$ cat config.mk
export PLATFORM = sky130hd
export DESIGN_NAME = mem_port_arbiter
export DESIGN_NICKNAME = d
export VERILOG_FILES = /design/src/rtl/mem_port_arbiter_pkg.sv /design/src/rtl/mem_port_arbiter_access_checker.sv /design/src/rtl/mem_port_arbiter.sv
export SDC_FILE = /design/constraint.sdc
export NUM_CORES = 1
export LEC_CHECK = 0
export BUFFER_PORTS_ARGS = -buffer_cell sky130_fd_sc_hd__buf_2
export CELL_PAD_IN_SITES_DETAIL_PLACEMENT = 0
export CELL_PAD_IN_SITES_GLOBAL_PLACEMENT = 2
export CORE_MARGIN = 5
export CORE_UTILIZATION = 27
export CTS_CLUSTER_SIZE = 20
export DETAILED_ROUTE_END_ITERATION = 16
export GPL_TIMING_DRIVEN = 1
export PLACE_DENSITY_LB_ADDON = 0.1
export SYNTH_ARGS = -nofsm -noshare
export SYNTH_HDL_FRONTEND = slang
export SYNTH_SLANG_ARGS = --single-unit
$ cat constraint.sdc
create_clock -name clk -period 5.6 [get_ports clk]
set_input_delay 0.28 -clock clk [delete_from_list [all_inputs] [get_ports clk]]
set_output_delay 0.28 -clock clk [all_outputs]
set_load 0.1 [all_outputs]
$ cat src/rtl/mem_port_arbiter_pkg.sv
// Shared encodings for mem_port_arbiter: access modes, FSM states, source IDs
// and a helper that gives the byte offset of the last byte touched by a mode.
package mem_port_arbiter_pkg;

    localparam logic [1:0] MODE_BYTE    = 2'd0;
    localparam logic [1:0] MODE_HALF    = 2'd1;
    localparam logic [1:0] MODE_WORD    = 2'd2;
    localparam logic [1:0] MODE_ILLEGAL = 2'd3;

    typedef enum logic [1:0] {
        ST_IDLE    = 2'd0,
        ST_ACCESS  = 2'd1,
        ST_CAPTURE = 2'd2
    } state_t;

    typedef enum logic {
        SRC_IF = 1'b0,
        SRC_LS = 1'b1
    } src_t;

    function automatic logic [1:0] mode_last_offset(input logic [1:0] mode);
        case (mode)
            MODE_BYTE: return 2'd0;
            MODE_HALF: return 2'd1;
            default:   return 2'd3;
        endcase
    endfunction

endpackage

$ cat src/rtl/mem_port_arbiter_access_checker.sv
// Combinational alignment and address-range check for one ByteRAM access;
// err covers illegal mode, misalignment and any byte outside the RAM window.
module access_checker
    import mem_port_arbiter_pkg::*;
#(
    parameter int unsigned START_ADDRESS = 1024,
    parameter int unsigned STOP_ADDRESS  = START_ADDRESS + 31
) (
    input  logic [31:0] i_addr,
    input  logic [1:0]  i_mode,
    output logic        o_err
);

    logic [32:0] w_first;
    logic [32:0] w_last;
    logic        w_misaligned;
    logic        w_out_of_range;

    always_comb begin
        // 33-bit math so an access near 0xFFFFFFFF cannot wrap back into range
        w_first = {1'b0, i_addr};
        w_last  = w_first + {31'd0, mode_last_offset(i_mode)};
        case (i_mode)
            MODE_BYTE: w_misaligned = 1'b0;
            MODE_HALF: w_misaligned = i_addr[0];
            MODE_WORD: w_misaligned = (i_addr[1:0] != 2'b00);
            default:   w_misaligned = 1'b1;
        endcase
        w_out_of_range = (w_first < 33'(START_ADDRESS)) || (w_last > 33'(STOP_ADDRESS));
        o_err          = w_misaligned || w_out_of_range;
    end

endmodule

$ cat src/rtl/mem_port_arbiter.sv
// Arbitrates fetch and load/store requests onto one ByteRAM, one request per 3 cycles.
// Define ARB_ROUND_ROBIN_EN to alternate grants under contention; default is LSU priority.
module mem_port_arbiter
    import mem_port_arbiter_pkg::*;
#(
    parameter int unsigned START_ADDRESS = 1024,
    parameter int unsigned STOP_ADDRESS  = START_ADDRESS + 31
) (
    input  logic        clk,
    input  logic        reset,
    input  logic        if_req_valid,
    output logic        if_req_ready,
    input  logic [31:0] if_req_addr,
    output logic        if_rsp_valid,
    input  logic        ls_req_valid,
    output logic        ls_req_ready,
    input  logic        ls_req_we,
    input  logic [31:0] ls_req_addr,
    input  logic [31:0] ls_req_wdata,
    input  logic [1:0]  ls_req_mode,
    output logic        ls_rsp_valid,
    output logic [31:0] rsp_data,
    output logic        rsp_err,
    output logic [31:0] mem_wr_addr,
    output logic        mem_wr_en,
    output logic [31:0] mem_wr_data,
    output logic [1:0]  mem_wr_mode,
    output logic [31:0] mem_rd_addr,
    output logic        mem_rd_en,
    output logic [1:0]  mem_rd_mode,
    input  logic [31:0] mem_rd_data
);

    state_t      r_state;
    src_t        r_src;
    logic        r_we;
    logic        r_err;
    logic        r_if_rsp_valid;
    logic        r_ls_rsp_valid;
    logic [31:0] r_rsp_data;
    logic        r_rsp_err;
    logic        r_mem_wr_en;
    logic [31:0] r_mem_wr_addr;
    logic [31:0] r_mem_wr_data;
    logic [1:0]  r_mem_wr_mode;
    logic        r_mem_rd_en;
    logic [31:0] r_mem_rd_addr;
    logic [1:0]  r_mem_rd_mode;
`ifdef ARB_ROUND_ROBIN_EN
    src_t        r_last_grant;
`endif

    logic        w_idle;
    logic        w_pick_ls;
    logic        w_grant_ls;
    logic        w_grant_if;
    logic [31:0] w_req_addr;
    logic [1:0]  w_req_mode;
    logic        w_req_err;

    always_comb begin
        w_idle = (r_state == ST_IDLE) && !reset;
`ifdef ARB_ROUND_ROBIN_EN
        w_pick_ls = ls_req_valid && (!if_req_valid || (r_last_grant == SRC_IF));
`else
        w_pick_ls = ls_req_valid;
`endif
        w_grant_ls = w_idle && w_pick_ls;
        w_grant_if = w_idle && if_req_valid && !w_pick_ls;
        w_req_addr = w_pick_ls ? ls_req_addr : if_req_addr;
        w_req_mode = w_pick_ls ? ls_req_mode : MODE_WORD;
    end

    access_checker #(
        .START_ADDRESS(START_ADDRESS),
        .STOP_ADDRESS (STOP_ADDRESS)
    ) u_access_checker (
        .i_addr(w_req_addr),
        .i_mode(w_req_mode),
        .o_err (w_req_err)
    );

    always_ff @(posedge clk) begin
        if (reset) begin
            r_state        <= ST_IDLE;
            r_src          <= SRC_LS;
            r_we           <= 1'b0;
            r_err          <= 1'b0;
            r_if_rsp_valid <= 1'b0;
            r_ls_rsp_valid <= 1'b0;
            r_rsp_data     <= '0;
            r_rsp_err      <= 1'b0;
            r_mem_wr_en    <= 1'b0;
            r_mem_wr_addr  <= '0;
            r_mem_wr_data  <= '0;
            r_mem_wr_mode  <= '0;
            r_mem_rd_en    <= 1'b0;
            r_mem_rd_addr  <= '0;
            r_mem_rd_mode  <= '0;
`ifdef ARB_ROUND_ROBIN_EN
            r_last_grant   <= SRC_IF;
`endif
        end else begin
            r_mem_wr_en    <= 1'b0;
            r_mem_rd_en    <= 1'b0;
            r_if_rsp_valid <= 1'b0;
            r_ls_rsp_valid <= 1'b0;
            case (r_state)
                ST_IDLE: begin
                    if (w_grant_ls || w_grant_if) begin
                        r_src   <= w_grant_ls ? SRC_LS : SRC_IF;
                        r_we    <= w_grant_ls && ls_req_we;
                        r_err   <= w_req_err;
                        r_state <= ST_ACCESS;
`ifdef ARB_ROUND_ROBIN_EN
                        r_last_grant <= w_grant_ls ? SRC_LS : SRC_IF;
`endif
                        // Strobe registers load here so the enable is high exactly in ACCESS
                        if (!w_req_err) begin
                            if (w_grant_ls && ls_req_we) begin
                                r_mem_wr_en   <= 1'b1;
                                r_mem_wr_addr <= w_req_addr;
                                r_mem_wr_data <= ls_req_wdata;
                                r_mem_wr_mode <= w_req_mode;
                            end else begin
                                r_mem_rd_en   <= 1'b1;
                                r_mem_rd_addr <= w_req_addr;
                                r_mem_rd_mode <= w_req_mode;
                            end
                        end
                    end
                end
                ST_ACCESS: begin
                    r_state <= ST_CAPTURE;
                end
                ST_CAPTURE: begin
                    r_rsp_data     <= (r_we || r_err) ? '0 : mem_rd_data;
                    r_rsp_err      <= r_err;
                    r_if_rsp_valid <= (r_src == SRC_IF);
                    r_ls_rsp_valid <= (r_src == SRC_LS);
                    r_state        <= ST_IDLE;
                end
                default: begin
                    r_state <= ST_IDLE;
                end
            endcase
        end
    end

    assign if_req_ready = w_grant_if;
    assign ls_req_ready = w_grant_ls;
    assign if_rsp_valid = r_if_rsp_valid;
    assign ls_rsp_valid = r_ls_rsp_valid;
    assign rsp_data     = r_rsp_data;
    assign rsp_err      = r_rsp_err;
    assign mem_wr_en    = r_mem_wr_en;
    assign mem_wr_addr  = r_mem_wr_addr;
    assign mem_wr_data  = r_mem_wr_data;
    assign mem_wr_mode  = r_mem_wr_mode;
    assign mem_rd_en    = r_mem_rd_en;
    assign mem_rd_addr  = r_mem_rd_addr;
    assign mem_rd_mode  = r_mem_rd_mode;

endmodule
==> flow_metrics.py <==
metrics = {
    "place": {
        "dp_hpwl_um": 17230,
        "gp_congestion": 0.8233,
        "port_buffers": 273,
        "numPlacedInstances": 1247,
    },
    "hold_path": {
        "min-delay-start": "mem_rd_data[17]",
        "min_to": "rsp_data[17]",
        "hold_path_depth": 3,
        "holdCritPathClass": "in -> reg",
    },
    "pwr": {
        "finalPower_mw": 2.434,
        "clkPwrFrac": 0.458,
        "powerDensity_nw_per_um2": 279.8,
        "ir_drop_v": 0.0001634,
        "switchingPower_mw": 0.6923,
        "p_int_mw": 1.741,
        "switching_share": 0.2845,
        "leakagePower_nw": 3.879,
        "power_frac_comb": 0.120,
        "sequentialPowerShare": 0.422,
    },
    "final_layout": {
        "areaGrowthSynthToFinish_pct": 34.34,
        "drive_gt1_frac": 0.3646,
        "nets": 1085,
        "stdcell_count": 1279,
        "num_antenna_cells": 0,
    },
    "die": {
        "start_util": 0.2750,
        "core.rowCount": 56,
        "die_w_um": 164.8,
        "core-area_um2": 23540,
        "dieArea_um2": 27170,
        "boundaryPins": 274,
        "die_h_um": 164.8,
    },
    "drt": {
        "drc": 0,
        "drtIter0Drc": 326,
        "totalWireLength_um": 22840,
        "vias": 6331,
        "wl_per_cell_um": 17.86,
        "drt_first_pass_iters": 7,
        "vias_per_cell": 4.950,
        "ant_nets": 0,
    },
    "clock_network": {
        "cts_tree": "yes",
        "clock_path_buffers": 2,
        "cts_buffers": 17,
        "clk_latency_ns": 0.42,
        "cts_hold_buf": 0,
        "htreeDepth": 4,
        "numClockSinks": 142,
        "cts.clk_slew.worst_paths_ns": 0.07,
        "cts_resized": 0,
        "cts_setup_buffers": 0,
        "root_buffer": "clkbuf_16",
    },
    "yosys": {
        "synthMuxAreaShare": 0.08079,
        "syn_inst": 697,
        "synth_top_family_by_area": "simple AND/OR/NAND/NOR gates",
        "synth_top_cell_by_area": "dfxtp_1",
        "yosys.area_share.simple": 0.2468,
        "syn_nets": 835,
        "synthArstFlopShare": 0,
        "ys_warn_count": 0,
        "ys_top_cells_by_area": "dfxtp_1 44%, mux2i_1 4.9%, nand4_1 4.6%",
        "ys_seq_elements": 142,
        "synth_ff_type": "dfxtp_1",
        "synth_edf_count": 0,
        "ys_seq_area_frac": 0.4391,
        "synthTopCellsByCount": "142 x dfxtp_1, 48 x nand4_1, 48 x nor2_1, 45 x a21oi_1, 44 x and2_1",
        "yosysMostFrequentCell": "dfxtp_1",
        "synth_area_per_cell_um2": 9.288,
        "synth_area_um2": 6474,
        "synth-xor-area-share": 0.02300,
        "yosysTopAreaCellShare": 0.4391,
        "synth_cell_types": 61,
        "synth_fa_ha_area_frac": 0.006958,
        "synth-compound-area-share": 0.1629,
    },
    "grt": {
        "grt_pass1_vias": 6332,
        "grt_pass1_wl_um": 34800,
        "grt_usage": 0.1611,
        "antenna_found_initial": 1,
        "grt-ovfl-total": 0,
        "grt_max_degree": 107,
    },
    "timing": {
        "maxSlewHeadroom": 0.2627,
        "finalHoldViolations": 0,
        "period_needed_ns": 4.032,
        "tightest_slew_ns": 1.106,
        "finalCritPeriodShare": 0.7200,
        "fmax_mhz": 248.0,
        "tns_ns": 0,
        "rsz0062_at_grt": "no",
        "setup_viol": 0,
        "final_max_slew_viol_count": 0,
        "finalClockSkew_ns": 0.01383,
    },
    "critical_path": {
        "arrival_ns": 4.34,
        "cp-start-kind": "primary input",
        "r2r-end": "mem_wr_addr[14]",
        "rrSetupSlack_ns": 3.00,
        "endpoint_kind": "register",
        "path_class": "in -> reg",
        "reg2reg_depth": 7,
        "crit_required_ns": 5.91,
        "r2r-start": "r_state[1]",
        "path_max_fanout": 21,
    },
    "status": {
        "status": "finished clean",
    },
    "job": {
        "drv_cap": 0,
    },
}
==> power by group through the flow <==
stage	logic, mW	registers (mW)	clock network, mW
after floorplan	0.125	1.11	0
after global placement	0.293	1.05	0
after detailed placement	0.293	1.05	0
after CTS	0.294	1.03	1.15
after global routing	0.317	1.03	1.20
final	0.293	1.03	1.11
==> registers in the layout, indices dropped and copies added (netlist names), 2 cells and up <==
signal,count
mem_rd_addr,32
mem_wr_addr,32
mem_wr_data,32
rsp_data,32
mem_rd_mode,2
mem_wr_mode,2
r_state,2
==> cell type report <==
type / count / area (µm²)
Clock inverter: 15 / 147.6
Clock buffer: 17 / 425.4
Timing Repair Buffer: 285 / 1471
Sequential cell: 142 / 2843
Inverter: 5 / 18.77
Multi-Input combinational cell: 496 / 3392
Tap cell: 319 / 399.1
Fill cell: 2491 / 14850
==> per-stage QoR <==
step / setup WS [ns] / hold WS, ns / area (µm²) / util
6_report: 1.568 / 0.1011 / 8697 / 0.3694
2_1_floorplan: 1.365 / 0.4179 / 6474 / -
5_1_grt: 1.272 / 0.08927 / 8697 / 0.3694
4_1_cts: 1.509 / 0.07947 / 8697 / 0.3694
3_3_place_gp: 1.298 / 0.4370 / 8124 / 0.3451
3_5_place_dp: 1.064 / 0.4385 / 8124 / 0.3451
==> worst max-delay path, cell delays in order <==
cell	delay [ns]
buf_2	0.38
mux2_2	0.44
ha_1	0.30
a21oi_1	0.08
a211oi_1	0.25
buf_4	0.20
and3_1	0.19
mux2_2	0.38
or3_1	0.45
nor4_4	0.71
a31oi_1	0.23
buf_4	0.26
and2_1	0.18
==> worst max-delay path by stage <==
stage	startpoint	to	slack [ns]	cells after the start
5_1_grt	ls_req_valid	mem_rd_addr[2]	1.27	12
2_1_floorplan	ls_req_valid	mem_wr_data[2]	1.37	16
4_1_cts	ls_req_valid	mem_wr_addr[14]	1.51	13
3_3_place_gp	ls_req_valid	mem_wr_addr[16]	1.30	11
3_5_place_dp	ls_req_valid	mem_wr_addr[14]	1.06	13
6_report	ls_req_valid	mem_wr_addr[14]	1.57	13
==> layer usage <==
layer / vias to the layer above / wire, µm / global-route usage
met3: 35 / 1744 / 0.04866
met5: - / 13 / 0
met4: 2 / 609 / 0.05784
met2: 232 / 10490 / 0.2600
li1: 3084 / - / -
met1: 2978 / 9991 / 0.2037
==> layout by cell type (no fill, tap or decap), types with 18 or more instances in the layout <==
cell type  netlist  layout
and2_1          44      44
mux2_2          18      18
nand2_1         26      26
dfxtp_1        142     142
nor2_1          48      48
a21oi_1         45      45
mux2i_1         32      32
buf_2            8     272
a22oi_1         36      36
nand4_1         48      48
o31ai_1         34      34
==> cell families (layout without fill, tap and decap cells) <==
logic type	after synthesis	after routing
buf+inv	59	322
xor+xnor	17	17
fa+ha+maj	3	3
mux	50	50
simple gates	273	273
compound gates	153	153
flops	142	142
(Power assumes the default switching activity.)
